### src/rtl/timetag_pkg.sv
// Shared types and constants for the fx2_clk-side sample framing logic.
package timetag_pkg;

  typedef enum logic [1:0] {
    IDLE,
    HDR,
    BYTES
  } state_t;

  localparam logic [3:0]  HDR_MARKER = 4'hA;
  localparam int unsigned COUNT_W    = 16;

endpackage

### src/rtl/sat_counter.sv
// Saturating up-counter with synchronous clear; clear and increment together
// yield 1 so a coincident event is not lost.
module sat_counter #(
  parameter int unsigned WIDTH = 16
) (
  input  logic             clk,
  input  logic             reset_n,
  input  logic             clr,
  input  logic             inc,
  output logic [WIDTH-1:0] count
);

  always_ff @(posedge clk or negedge reset_n) begin
    if (!reset_n) begin
      count <= '0;
    end else if (clr) begin
      count <= inc ? WIDTH'(1) : '0;
    end else if (inc && (count != '1)) begin
      count <= count + 1'b1;
    end
  end

endmodule

### src/rtl/sample_framer.sv
// Pops samples from a show-ahead FIFO and serialises each into bytes for the
// FX2 interface, with optional sequence-number header and a record tally.
module sample_framer
  import timetag_pkg::*;
#(
  parameter int unsigned SAMPLE_BYTES = 6,
  parameter bit          HEADER_EN    = 1'b0,
  parameter bit          MSB_FIRST    = 1'b0
) (
  input  logic                      clk,
  input  logic                      reset_n,
  input  logic                      sample_rdy,
  input  logic [8*SAMPLE_BYTES-1:0] sample,
  output logic                      sample_ack,
  output logic                      data_rdy,
  output logic [7:0]                data,
  input  logic                      data_ack,
  input  logic                      count_clr,
  output logic [COUNT_W-1:0]        record_count,
  output logic                      busy
);

  localparam int unsigned SW    = 8 * SAMPLE_BYTES;
  localparam int unsigned IDX_W = (SAMPLE_BYTES > 1) ? $clog2(SAMPLE_BYTES) : 1;
  localparam logic [IDX_W-1:0] LAST_IDX = IDX_W'(SAMPLE_BYTES - 1);

  state_t           state_q, state_d;
  logic [SW-1:0]    sr_q, sr_d;
  logic [IDX_W-1:0] idx_q, idx_d;
  logic [3:0]       seq_q, seq_d;
  logic             ack_c;
  logic             rec_done;
  logic [7:0]       data_c;

  always_ff @(posedge clk or negedge reset_n) begin
    if (!reset_n) begin
      state_q <= IDLE;
      sr_q    <= '0;
      idx_q   <= '0;
      seq_q   <= '0;
    end else begin
      state_q <= state_d;
      sr_q    <= sr_d;
      idx_q   <= idx_d;
      seq_q   <= seq_d;
    end
  end

  // The outgoing byte is always at one end of the shift register; the
  // register shifts toward that end on each transferred payload byte.
  always_comb begin
    state_d  = state_q;
    sr_d     = sr_q;
    idx_d    = idx_q;
    seq_d    = seq_q;
    ack_c    = 1'b0;
    rec_done = 1'b0;
    data_c   = '0;
    unique case (state_q)
      IDLE: begin
        if (sample_rdy) begin
          ack_c   = 1'b1;
          sr_d    = sample;
          idx_d   = '0;
          state_d = HEADER_EN ? HDR : BYTES;
        end
      end
      HDR: begin
        data_c = {HDR_MARKER, seq_q};
        if (data_ack) begin
          state_d = BYTES;
        end
      end
      BYTES: begin
        data_c = MSB_FIRST ? sr_q[SW-1 -: 8] : sr_q[7:0];
        if (data_ack) begin
          sr_d  = MSB_FIRST ? (sr_q << 8) : (sr_q >> 8);
          idx_d = idx_q + 1'b1;
          if (idx_q == LAST_IDX) begin
            rec_done = 1'b1;
            seq_d    = seq_q + 4'd1;
            // Chain straight into the next record when the FIFO has one.
            if (sample_rdy) begin
              ack_c   = 1'b1;
              sr_d    = sample;
              idx_d   = '0;
              state_d = HEADER_EN ? HDR : BYTES;
            end else begin
              state_d = IDLE;
            end
          end
        end
      end
      default: state_d = IDLE;
    endcase
  end

  assign data_rdy   = (state_q != IDLE);
  assign busy       = (state_q != IDLE);
  assign data       = data_c;
  // Pop strobe is combinational; gate it so it is low while reset is held.
  assign sample_ack = ack_c & reset_n;

  sat_counter #(
    .WIDTH(COUNT_W)
  ) u_record_count (
    .clk    (clk),
    .reset_n(reset_n),
    .clr    (count_clr),
    .inc    (rec_done),
    .count  (record_count)
  );

endmodule
### config.mk
export PLATFORM = sky130hd
export DESIGN_NAME = sample_framer
export DESIGN_NICKNAME = d
export VERILOG_FILES = /design/src/rtl/timetag_pkg.sv /design/src/rtl/sat_counter.sv /design/src/rtl/sample_framer.sv
export SDC_FILE = /design/constraint.sdc
export NUM_CORES = 1
export LEC_CHECK = 0
export ABC_AREA = 1
export CORE_ASPECT_RATIO = 2
export CORE_MARGIN = 5
export CORE_UTILIZATION = 52
export DETAILED_ROUTE_END_ITERATION = 7
export PLACE_DENSITY = 0.81
export SYNTH_ARGS = -nofsm -noshare
export SYNTH_HDL_FRONTEND = slang
export SYNTH_HIERARCHICAL = 1
export SYNTH_SLANG_ARGS = --single-unit
### constraint.sdc
create_clock -name clk -period 2.4 [get_ports clk]
set_input_delay 0.6 -clock clk [delete_from_list [all_inputs] [get_ports clk]]
set_output_delay 0.6 -clock clk [all_outputs]
set_load 0.02 [all_outputs]
* After elaboration in Yosys (flattened, before gate mapping)
Cells that the tools add are included.
Storage, ports and cells: register bits after elaboration 73, bits of input ports 53, output and inout port bits 27, word-level logic and storage cells 52
Operators by class: add/sub/neg operators 3, equality and inequality tests 8, mux-type cells 27, bitwise operators 1, reduce and logical (&&, ||, !) cells 8
Operators with widths (count):
- 2-to-1 mux 48 bit | 4
- one-hot mux 48 bit (2 select lines) | 1
- 2-to-1 mux 16 bit | 2
- adder 16 x 1 -> 16 bit, second input constant | 1
- inequality test 16 bit, second input constant | 1
- one-hot mux 8 bit (2 select lines) | 1
- 2-to-1 mux 3 bit | 4
- 2-to-1 mux 2 bit | 5
- inequality test 2 bit, second input constant | 4
- 2-to-1 mux 1 bit | 7
- one-hot mux 2 bit (3 select lines) | 1
- one-hot mux 3 bit (2 select lines) | 1
- AND reduction 3 bit | 2
- nonzero test 2 bit | 3
- adder 4 x 1 -> 4 bit, second input constant | 1
- AND reduction 4 bit | 1
- adder 3 x 1 -> 3 bit, second input constant | 1
- == test 3 bit, second input constant | 1
- == test 2 x 1 -> 1 bit, second input constant | 1
- == test 2 bit, second input constant | 1
- zero test 2 bit | 1
- one-hot mux 1 bit (2 select lines) | 1
- bitwise AND 1 bit | 1
- logical AND 1 bit | 1

* Depth between registers and ports, before layout
Gate-level depths: netlist of run 1.
depth after elaboration 7, mapped depth 11, mapped depth without buffers 11

* Hierarchy
Netlist of run 1, hierarchy kept.
By module, submodules not included:
- sample_framer | instances 1, cells each 419, area an instance 2890.3 µm², sequential area each 1301.2 µm²
- sat_counter | instances 1, cells each 149, area an instance 1021.0 µm², sequential area each 400.4 µm²

* Worst setup path before layout of run 1
Ideal clock, no wire load.
path type reg-to-output, start point register state_q[1], end point output port sample_ack, arrival 1.212 ns, data required time 1.800 ns, setup slack 0.588 ns, cell stages (with the launch flop) 7, path buffers 1, cell sequence dfrtp_1 -> buf_4 -> inv_2 -> nand2_1 -> nand2_4 -> nand2_1 -> nor2_1
Between the ends: cells in the longest elaborated chain, start to end 3, elaborated cells between the ends (all ways) 4, those cells by class 1 x eq/ne; 1 x mux; 1 x bitwise; 1 x reduce/logical
RTL lines:
- start, declared | line sample_framer.sv:27 | state_t state_q, state_d;
- start signal, assigned | line sample_framer.sv:42 | state_q <= state_d;
- == test 2 bit / zero test 2 bit (equally long branches) | line sample_framer.sv:59 | unique case (state_q)
- one-hot mux 1 bit (2 select lines) * | line sample_framer.sv:59
- bitwise AND 1 bit * | line sample_framer.sv:102 | assign sample_ack = ack_c & reset_n;
- end, declared | line sample_framer.sv:14 | output logic sample_ack,
Mark *: on every way between the ends. The rest lies on a longest branch, timed or not.

* Worst setup path after layout of run 1
start point register state_q[1], end point output port data[0]
Between the ends: cells in the longest elaborated chain, start to end 2, elaborated cells between the ends (all ways) 3, those cells by class 2 x eq/ne; 1 x mux
RTL lines:
- == test 2 bit / == test 2 x 1 -> 1 bit (equally long branches) | line sample_framer.sv:59
- one-hot mux 8 bit (2 select lines) * | line sample_framer.sv:59
- end, declared | line sample_framer.sv:16 | output logic [7:0] data,
Marks and branches as above.

==> out/metrics.csv, run 1 <==
metric,value,unit
status,completed,
tightestPinTransition,871,ps
r2r-start,idx_q[1],
async_flop_share,100,%
grt_pass1_wl,16.6,mm
intPower,3.31,mW
fill_cells,610,
hpwl,7.07,mm
cts_tree,built,
top_usage_layer,met2,
slew_violations,0,
fin_area,5050,sq um
cts_buffers,9,
num_antenna_cells,0,
placed_area,4740,sq um
cp-end-kind,output pin,
finClkSkew,4.95,ps
synth_area,3910,sq um
drt_pass1_iterations,5,
grt_pass1_vias,3711,
met2_usage,39.1,%
synth_seq_area_share,43.5,%
met3_usage,5.24,%
clock-root-buffer,clkbuf_16,
tns,0,ps
via_per_inst,5.24,
syn_avg_cell_area,6.89,sq um
grt_use_total,22.1,%
row_count,44,
ys_seq_elements,68,
syn_inst,568,
ir_worst_vdd,0.000913,V
p_seq_share,33.1,%
rrSetupSlack,360,ps
finalSetupViolCount,0,
synth_ff_type,dfrtp_1,
r2r-end,u_record_count/count[14],
critPathRequiredTime,1800,ps
coreArea,7320,sq um
fmax,0.429,GHz
p_leak,2.72,nW
grt_overflow,0,
fin_crit_sh,97.1,%
p_comb_share,42.3,%
switching_share,38.7,%
final_common_cell,nand2_1,
antenna_found_initial,0,
grt_max_degree,69,
dp_slack,-301,ps
cts.reportedPaths.clkPinSlew,60,ps
vias,3869,
setup_ws,68.9,ps
cp_max_fo,26,
p_switching,2.08,mW
fp.dieH,133,um
holdBufCountCts,0,
start_kind,flop,
drc,0,
cts_sinks,68,
syn-num-nets,624,
clock_path_buffers,2,
cts.repair.resized,5,
die-area,9460,sq um
clock_latency,340,ps
gr-usage-met1,23.7,%
rsz0062_at_grt,false,
hold_viol,0,
slew_headroom,41.9,%
layout_min_cycle_time,2330,ps
start_util,53.4,%
drv_cap,0,
crit_start,state_q[1],
synth-edff-count,0,
post_drt_wl_per_cell,13.7,um
crit_type,flop to output pin,
port_buffers,79,
critPathArrivalTime,1730,ps
synth.distinct_cells,29,
nets,697,
post_cts_buffers,0,
whs,467,ps
htreeDepth,3,
pwr-share-clk,24.6,%
power.density,1070,nW/um^2
hp-class,primary input to asynchronous set/reset pin,
routabilityCongestion,0.860,
io_pins,80,
final_cell_mix,"189 x nand2_1, 105 x inv_1, 103 x nand3_1",
drt.antenna.violating_nets,0,
die_x,71.3,um
syn_to_final_growth,29.1,%
routed_wl,10.1,mm
layout-drive-gt1-share,6.66,%
reg2reg_depth,12,
initialDrtViolationCount,265,
synth_warnings,6,
[cell type report]
cell class / instances / area (sq um) / area share (%)
inverter: 109 / 409 / 8.10
clock inverter: 5 / 50.0 / 0.991
multi-input combinational: 362 / 1630 / 32.4
clock buffer: 11 / 253 / 5.00
sequential: 68 / 1700 / 33.7
timing repair buffer: 91 / 886 / 17.5
tap: 92 / 115 / 2.28
[layer usage]
layer	up-vias	routed length [um]
met5	-	0
met1	1827	3610
met3	38	544
li1	1869	-
met2	135	5560
met4	0	386
[registers in the layout, indices dropped and copies added, names as in the netlist]
register              cells
u_record_count/count     16
idx_q                     3
sr_q                     48
state_q                   1
[cells in the mapped netlist (5+ instances only)]
library cell  instances  area (sq um)
dfrtp_1              68          1700
inv_1               105           394
nand3_1             103           515
nand4_1               6          37.5
o21ai_1              10          50.1
nand2_1             189           709
clkbuf_1              7          26.3
a21oi_1               5          25.0
nor2_1               23          86.3
buf_2                10          50.1
buf_4                10          75.1
[stage by stage]
stage | instances | utilization (%) | power [mW]
floorplan | 568 | - | 3.41
global placement | 722 | 64.7 | 3.98
detailed placement | 722 | 64.7 | 4.05
CTS | 738 | 69.0 | 5.41
global route | 738 | 69.0 | 5.81
finish | 738 | 69.0 | 5.39
[worst max-delay path, cell delays in order, from the launching register on]
cell             delay (ps)
dfrtp_2                 460
buf_12                  200
nand2_1                  60
inv_1                    60
clkdlybuf4s50_1         600
[power by group through the flow]
stage	combinational [mW]	sequential, mW	clock (mW)
finish	2.28	1.78	1.33
global route	2.58	1.83	1.40
CTS	2.30	1.78	1.34
detailed placement	2.26	1.79	0
global placement	2.20	1.77	0
floorplan	1.67	1.75	0
[cell families (layout without fill, tap and decap cells)]
kind of cell	Yosys count	count (layout)	share of synthesized area, %
simple gates	332	332	36.7
buf+inv	138	216	14.7
flops	68	68	43.5
compound gates	24	24	3.45
fa+ha+maj	3	3	0.960
xor+xnor	3	3	0.672
[worst max path at each step]
stage / to / slack [ps] / depth (start not counted)
3_5_place_dp: sample_ack / -300 / 6
4_1_cts: sample_ack / 6 / 6
6_report: data[0] / 70 / 4
5_1_grt: data[1] / 4 / 4
3_3_place_gp: sample_ack / -280 / 6
2_1_floorplan: sample_ack / 590 / 6
Note: power is estimated with default switching activity, not from simulation.
==> run 2: changes to the inputs <==
--- a/config.mk
+++ b/config.mk
@@ -9,6 +9,7 @@
 export CORE_ASPECT_RATIO = 2
 export CORE_MARGIN = 5
 export CORE_UTILIZATION = 52
+export CTS_CLUSTER_DIAMETER = 60
 export DETAILED_ROUTE_END_ITERATION = 7
 export PLACE_DENSITY = 0.81
 export SYNTH_ARGS = -nofsm -noshare
==> results of run 2 <==
No change in the layout: final DEF, timing and power equal those of run 1.
